--- config.mk ---
export PLATFORM = sky130hd
export DESIGN_NAME = inv_sbox_layer_flat
export DESIGN_NICKNAME = d
export VERILOG_FILES = /design/src/rtl/ascon_pack.sv /design/src/rtl/inv_sbox_layer_if.sv /design/src/rtl/inv_sbox_layer_sbox_inv.sv /design/src/rtl/sbox.sv /design/src/rtl/inv_sbox_layer.sv /design/src/flat_wrapper.sv
export SDC_FILE = /design/constraint.sdc
export NUM_CORES = 1
export LEC_CHECK = 0
export CAP_MARGIN = 20
export CORE_AREA = 3 3 251 253
export DETAILED_ROUTE_END_ITERATION = 16
export DIE_AREA = 0 0 254 256
export PLACE_DENSITY = 0.56
export SLEW_MARGIN = 20
export SYNTH_ARGS = -nofsm -noshare
export SYNTH_HDL_FRONTEND = slang
export SYNTH_SLANG_ARGS = --single-unit
--- constraint.sdc ---
create_clock -name clock_i -period 6.2 [get_ports clock_i]
set_clock_uncertainty 0.15 [all_clocks]
set_input_delay 1.55 -clock clock_i [delete_from_list [all_inputs] [get_ports clock_i]]
set_output_delay 1.55 -clock clock_i [all_outputs]
set_load 0.01 [all_outputs]
--- src/rtl/ascon_pack.sv ---
// Shared ASCON types and constants: state type, forward/inverse S-box tables,
// column parallelism and the FSM encoding used by the inverse substitution layer.
package ascon_pack;

    typedef logic [4:0][63:0] type_state;

    localparam int unsigned COLS_PER_CYCLE = 8;

    localparam logic [4:0] SBOX_TABLE [32] = '{
        5'h04, 5'h0B, 5'h1F, 5'h14, 5'h1A, 5'h15, 5'h09, 5'h02,
        5'h1B, 5'h05, 5'h08, 5'h12, 5'h1D, 5'h03, 5'h06, 5'h1C,
        5'h1E, 5'h13, 5'h07, 5'h0E, 5'h00, 5'h0D, 5'h11, 5'h18,
        5'h10, 5'h0C, 5'h01, 5'h19, 5'h16, 5'h0A, 5'h0F, 5'h17
    };

    localparam logic [4:0] INV_TABLE [32] = '{
        5'h14, 5'h1A, 5'h07, 5'h0D, 5'h00, 5'h09, 5'h0E, 5'h12,
        5'h0A, 5'h06, 5'h1D, 5'h01, 5'h19, 5'h15, 5'h13, 5'h1E,
        5'h18, 5'h16, 5'h0B, 5'h11, 5'h03, 5'h05, 5'h1C, 5'h1F,
        5'h17, 5'h1B, 5'h04, 5'h08, 5'h0F, 5'h0C, 5'h10, 5'h02
    };

    typedef enum logic [1:0] {
        ST_IDLE = 2'd0,
        ST_RUN  = 2'd1,
        ST_DONE = 2'd2
    } inv_fsm_t;

endpackage

--- src/rtl/inv_sbox_layer_if.sv ---
// Handshake/data bundle between a producer (master) and inv_sbox_layer (slave).
interface inv_sbox_layer_if;

    ascon_pack::type_state state_i;
    logic                  valid_i;
    logic                  ready_o;
    ascon_pack::type_state state_o;
    logic                  valid_o;
    logic                  ready_i;
    logic                  err_o;

    modport slave (
        input  state_i, valid_i, ready_i,
        output ready_o, state_o, valid_o, err_o
    );

    modport master (
        output state_i, valid_i, ready_i,
        input  ready_o, state_o, valid_o, err_o
    );

endinterface

--- src/rtl/inv_sbox_layer_sbox_inv.sv ---
// Inverse ASCON 5-bit S-box, combinational table lookup.
module sbox_inv
    import ascon_pack::*;
(
    input  logic [4:0] x_i,
    output logic [4:0] y_o
);

    always_comb begin
        y_o = INV_TABLE[x_i];
    end

endmodule

--- src/rtl/sbox.sv ---
// Forward ASCON 5-bit S-box, combinational table lookup.
module sbox
    import ascon_pack::*;
(
    input  logic [4:0] x_i,
    output logic [4:0] y_o
);

    always_comb begin
        y_o = SBOX_TABLE[x_i];
    end

endmodule

--- src/rtl/inv_sbox_layer.sv ---
// Iterative inverse ASCON substitution layer, 8 columns per cycle, in place.
// Optional forward-S-box self-check enabled by macro SBOX_INV_CHECK_EN.
module inv_sbox_layer
    import ascon_pack::*;
(
    input  logic               clock_i,
    input  logic               reset_i,
    inv_sbox_layer_if.slave    bus
);

    inv_fsm_t  state_q, state_d;
    logic [2:0] cnt_q, cnt_d;
    type_state work_q, work_d;
    logic      valid_q, valid_d;

    logic [4:0] col_in  [COLS_PER_CYCLE];
    logic [4:0] col_out [COLS_PER_CYCLE];

    // Column j of the current slice is x0[j]..x4[j], x0 as MSB.
    always_comb begin
        for (int unsigned i = 0; i < COLS_PER_CYCLE; i++) begin
            logic [5:0] j;
            j = {cnt_q, 3'(i)};
            for (int unsigned b = 0; b < 5; b++) begin
                col_in[i][4-b] = work_q[b][j];
            end
        end
    end

    for (genvar g = 0; g < COLS_PER_CYCLE; g++) begin : g_inv
        sbox_inv u_inv (
            .x_i (col_in[g]),
            .y_o (col_out[g])
        );
    end

    always_comb begin
        state_d = state_q;
        cnt_d   = cnt_q;
        work_d  = work_q;
        valid_d = valid_q;
        case (state_q)
            ST_IDLE: begin
                valid_d = 1'b0;
                if (bus.valid_i) begin
                    state_d = ST_RUN;
                    cnt_d   = '0;
                    work_d  = bus.state_i;
                end
            end
            ST_RUN: begin
                for (int unsigned i = 0; i < COLS_PER_CYCLE; i++) begin
                    logic [5:0] j;
                    j = {cnt_q, 3'(i)};
                    for (int unsigned b = 0; b < 5; b++) begin
                        work_d[b][j] = col_out[i][4-b];
                    end
                end
                cnt_d = cnt_q + 3'd1;
                if (cnt_q == 3'd7) begin
                    state_d = ST_DONE;
                end
            end
            ST_DONE: begin
                // valid_o rises one cycle after entering DONE and drops on handshake.
                if (valid_q && bus.ready_i) begin
                    state_d = ST_IDLE;
                    valid_d = 1'b0;
                end else begin
                    valid_d = 1'b1;
                end
            end
            default: begin
                state_d = ST_IDLE;
                valid_d = 1'b0;
            end
        endcase
    end

    always_ff @(posedge clock_i) begin
        if (reset_i) begin
            state_q <= ST_IDLE;
            cnt_q   <= '0;
            work_q  <= '0;
            valid_q <= 1'b0;
        end else begin
            state_q <= state_d;
            cnt_q   <= cnt_d;
            work_q  <= work_d;
            valid_q <= valid_d;
        end
    end

    assign bus.ready_o = (state_q == ST_IDLE);
    assign bus.valid_o = valid_q;
    assign bus.state_o = work_q;

`ifdef SBOX_INV_CHECK_EN
    logic [4:0]                col_fwd [COLS_PER_CYCLE];
    logic [COLS_PER_CYCLE-1:0] chk_bad;
    logic                      err_q;

    for (genvar g = 0; g < COLS_PER_CYCLE; g++) begin : g_chk
        sbox u_chk (
            .x_i (col_out[g]),
            .y_o (col_fwd[g])
        );
        assign chk_bad[g] = (col_fwd[g] != col_in[g]);
    end

    always_ff @(posedge clock_i) begin
        if (reset_i) begin
            err_q <= 1'b0;
        end else if (state_q == ST_IDLE && bus.valid_i) begin
            err_q <= 1'b0;
        end else if (state_q == ST_RUN && (|chk_bad)) begin
            err_q <= 1'b1;
        end
    end

    assign bus.err_o = err_q;
`else
    assign bus.err_o = 1'b0;
`endif

endmodule

--- src/flat_wrapper.sv ---
// flat-port wrapper written by rule: the top's interface ports become plain ports
module inv_sbox_layer_flat import ascon_pack::*;
  (clock_i, reset_i, bus_state_i, bus_valid_i, bus_ready_i, bus_ready_o, bus_state_o, bus_valid_o, bus_err_o);
  inv_sbox_layer_if bus_i ();
  input  logic clock_i;
  input  logic reset_i;
  input wire logic [$bits(bus_i.state_i)-1:0] bus_state_i;
  input wire logic [$bits(bus_i.valid_i)-1:0] bus_valid_i;
  input wire logic [$bits(bus_i.ready_i)-1:0] bus_ready_i;
  output wire logic [$bits(bus_i.ready_o)-1:0] bus_ready_o;
  output wire logic [$bits(bus_i.state_o)-1:0] bus_state_o;
  output wire logic [$bits(bus_i.valid_o)-1:0] bus_valid_o;
  output wire logic [$bits(bus_i.err_o)-1:0] bus_err_o;
  assign bus_i.state_i = bus_state_i;
  assign bus_i.valid_i = bus_valid_i;
  assign bus_i.ready_i = bus_ready_i;
  assign bus_ready_o = bus_i.ready_o;
  assign bus_state_o = bus_i.state_o;
  assign bus_valid_o = bus_i.valid_o;
  assign bus_err_o = bus_i.err_o;
  inv_sbox_layer u_core (.clock_i(clock_i), .reset_i(reset_i), .bus(bus_i));
endmodule
==> results.yml <==
global_route:
  grt-ovfl-total: 0
  antenna_found_initial: 9
  grt_pass1_vias: 22787
  grt_pass1_wl_mm: 164
  grt_use_total_pct: 34.2
  grt_max_degree: 144
placed_design:
  place_congestion: 0.918
  placed_cells: 3673
  dp.final_hpwl_mm: 82.8
  portBuffers: 645
timing:
  slew_headroom_pct: 20.8
  setup_viol: 0
  tns_ns: 0
  max_freq_mhz: 223
  rsz0062_at_grt: "no"
  period_minus_slack_ns: 4.48
  worst-slew-pin-transition_ns: 1.19
  hold_slack_ns: 0.334
  period_share_pct: 72.2
  hold_violations: 0
  slew_violations: 0
die:
  die_x_um: 254
  die_h_um: 256
  start_util_pct: 32.9
  core_area_um2: 61300
  io_pins: 647
  dieArea_um2: 65000
  rows: 91
synthesis:
  synth_top_area_cell: "dfxtp_1"
  synthTopCellsByArea: "dfxtp_1, a21oi_1, mux4_2"
  synth_edf_count: 0
  synth_xor_area_share_pct: 0.752
  syn_avg_cell_area_um2: 8.34
  synth_compound_area_share_pct: 30.2
  yosysMostFrequentCell: "dfxtp_1"
  ys_seq_elements: 326
  synth_top_area_share_pct: 32.4
  yosys-top-cells-count: "dfxtp_1, a21oi_1, nor2_1, nand2_1, clkbuf_1"
  synth_fp_nets: 2790
  muxShareOfSynthArea_pct: 12.0
  syn_area_um2: 20100
  ys_seq_area_share_pct: 32.4
  synth_top_family_by_area: "compound AO/OA/AOI/OAI gates"
  synth_ff_type: "dfxtp_1"
  yosys_warnings: 0
  yosys.cell_types.count: 83
  async_flop_share_pct: 0
  synthAdderAreaFrac_pct: 3.36
  synth_simple_gate_area_share_pct: 15.5
  synthCells: 2412
cts:
  cts_made_buffers: 40
  clkTransAtPathRegs_ns: 0.06
  post-cts-setup-buffers: 0
  cts_tree: "built"
  cts-hold-fix-buffers: 0
  clock_sinks: 326
  cts_resized: 0
  cts_buffer_depth: 3
  h-tree-depth: 2
  cts_root_buffer: "clkbuf_16"
  worstSkewPairLatency_ns: 0.58
routing:
  drt_iter0_markers: 2683
  via_per_inst: 6.32
  post_drt_wl_per_cell_um: 31.2
  route.detailed.drc: 0
  vias: 23729
  firstDrtPassIters: 6
  routed_wl_mm: 117
  drtAntennaViolNets: 0
worst_setup_path:
  slowest_delay_ns: 0.83
  crit_type: "reg -> reg"
  cp_top_family: "multiplexers"
  critPathCaptureType: "flip-flop"
  path_buf_inv: 3
  start_kind: "flip-flop"
  crit_path_frequent_cell: "mux2i_1"
  crit_slowest_cell: "mux2i_1"
  crit_required_ns: 6.45
  crit_path_max_fanout: 22
  path_cells: "inv_2 -> buf_4 -> mux2i_1 -> inv_1 -> ha_1 -> a211oi_1 -> a21oi_1 -> mux2i_1 -> o22ai_1"
  cp_data_arrival_time_ns: 4.73
pwr:
  leakagePower_nw: 10.6
  peakVddDrop_uv: 162
  cellPowerDensity_nw_per_um2: 270
finish:
  syn_to_final_growth_pct: 41.7
  drive_gt1_share_pct: 9.45
  fin_util_pct: 46.5
  fin_cells: 3752
  fill_cells: 5988
  nets: 3303
hold_path:
  min_path_type: "reg -> reg"
job:
  drv_cap: 0
run_status:
  status: "complete, no violations"
==> stage by stage <==
| step | setup WS [ns] | power [W] | instance area, um^2 |
|---|---|---|---|
| after detailed placement | 1.42 | 0.00529 | 27200 |
| after global placement | 1.36 | 0.00526 | 27200 |
| final | 1.72 | 0.00769 | 28500 |
| after global routing | 1.47 | 0.00796 | 28500 |
| after CTS | 1.57 | 0.00765 | 28500 |
| after floorplan | 2.93 | 0.00396 | 20100 |
==> cells by family (layout without fill, tap and decap cells) <==
group	count (synthesis)	count (layout)
multiplexers	171	171
adder cells (fa/ha/maj)	54	54
flip-flops	326	326
AO/OA/AOI/OAI	909	909
buffers and inverters	264	805
XOR/XNOR	13	13
AND/OR/NAND/NOR	674	674
other	1	10
==> path summary, 6_finish.rpt <==
kind | start | to | slack [ns] | cells past startpoint
setup / recovery | u_core.cnt_q[2] | u_core.bus.state_o[274] | 1.72 | 9
hold / removal | u_core.bus.valid_o | u_core.bus.valid_o | 0.33 | 2
setup reg to reg | u_core.cnt_q[2] | u_core.bus.state_o[274] | 1.72 | 9
hold reg to reg | u_core.bus.valid_o | u_core.bus.valid_o | 0.33 | 2
==> layer usage <==
layer,share of wire [%],global-route usage [%]
met4,4.1,13.4
met2,47,56.4
met3,9.1,5.83
met1,40,44.4
met5,0,0
==> area by class of cell <==
class,count,area (um^2),area share [%]
Multi-Input combinational cell,1822,12600,44.2
Timing Repair Buffer,699,6940,24.3
Sequential cell,326,6540,22.9
Clock buffer,61,1200,4.21
Tap cell,790,988,3.47
Inverter,36,135,0.474
Clock inverter,9,82.6,0.290
Antenna cell,9,22.5,0.0790
==> registers in the layout, summed over array words and instances (netlist names) <==
signal,count
u_core.bus.state_o,320
u_core.state_q,2
u_core.cnt_q,3
u_core.bus.valid_o,1
==> power breakdown <==
group	leakage [nW]	switching, W	internal (W)	total [W]
clock	0.627	0.00100	0.00138	0.00238
sequential	2.68	0.000201	0.00227	0.00247
combinational	7.27	0.00172	0.00112	0.00284
total	10.6	0.00293	0.00476	0.00769
==> tightest hold or removal path, cell delays in order, from the launching register on <==
cell	delay, ns
dfxtp_1	0.32
nand2_1	0.06
a21oi_1	0.06
==> placed cells by master (no fill, tap or decap), types with 9 or more instances in the layout <==
cell             netlist  routed
o21ai_0               93      93
clkdlybuf4s50_1        0     644
inv_1                 29      29
clkbuf_8               0      10
mux4_2                42      42
buf_4                 11      48
nor3_1                43      41
a311oi_1              61      61
nor2b_1               16      16
a22o_1                11      11
and2_1                12      11
or3_1                 11      11
nand2_1              195     194
clkbuf_1             178      10
or2_2                 14      14
a211o_1               26      26
a22oi_1               48      48
mux2_2                32      32
a211oi_1              90      90
nand3_1               63      62
dfxtp_1              326     323
nand2b_1              12       9
o32ai_1               26      26
diode_2                0       9
o21ai_1                9       9
a221oi_1              17      17
mux2i_1               84      84
nor2_1               202     196
a2111oi_0             14      14
a31oi_1               30      28
a21oi_1              290     284
ha_1                  54      54
o22ai_1               93      93
o21a_1                 9       9
o211ai_1              23      23
clkbuf_16              0      41
and3_1                85      83
Power figures use the tool's default switching activity.
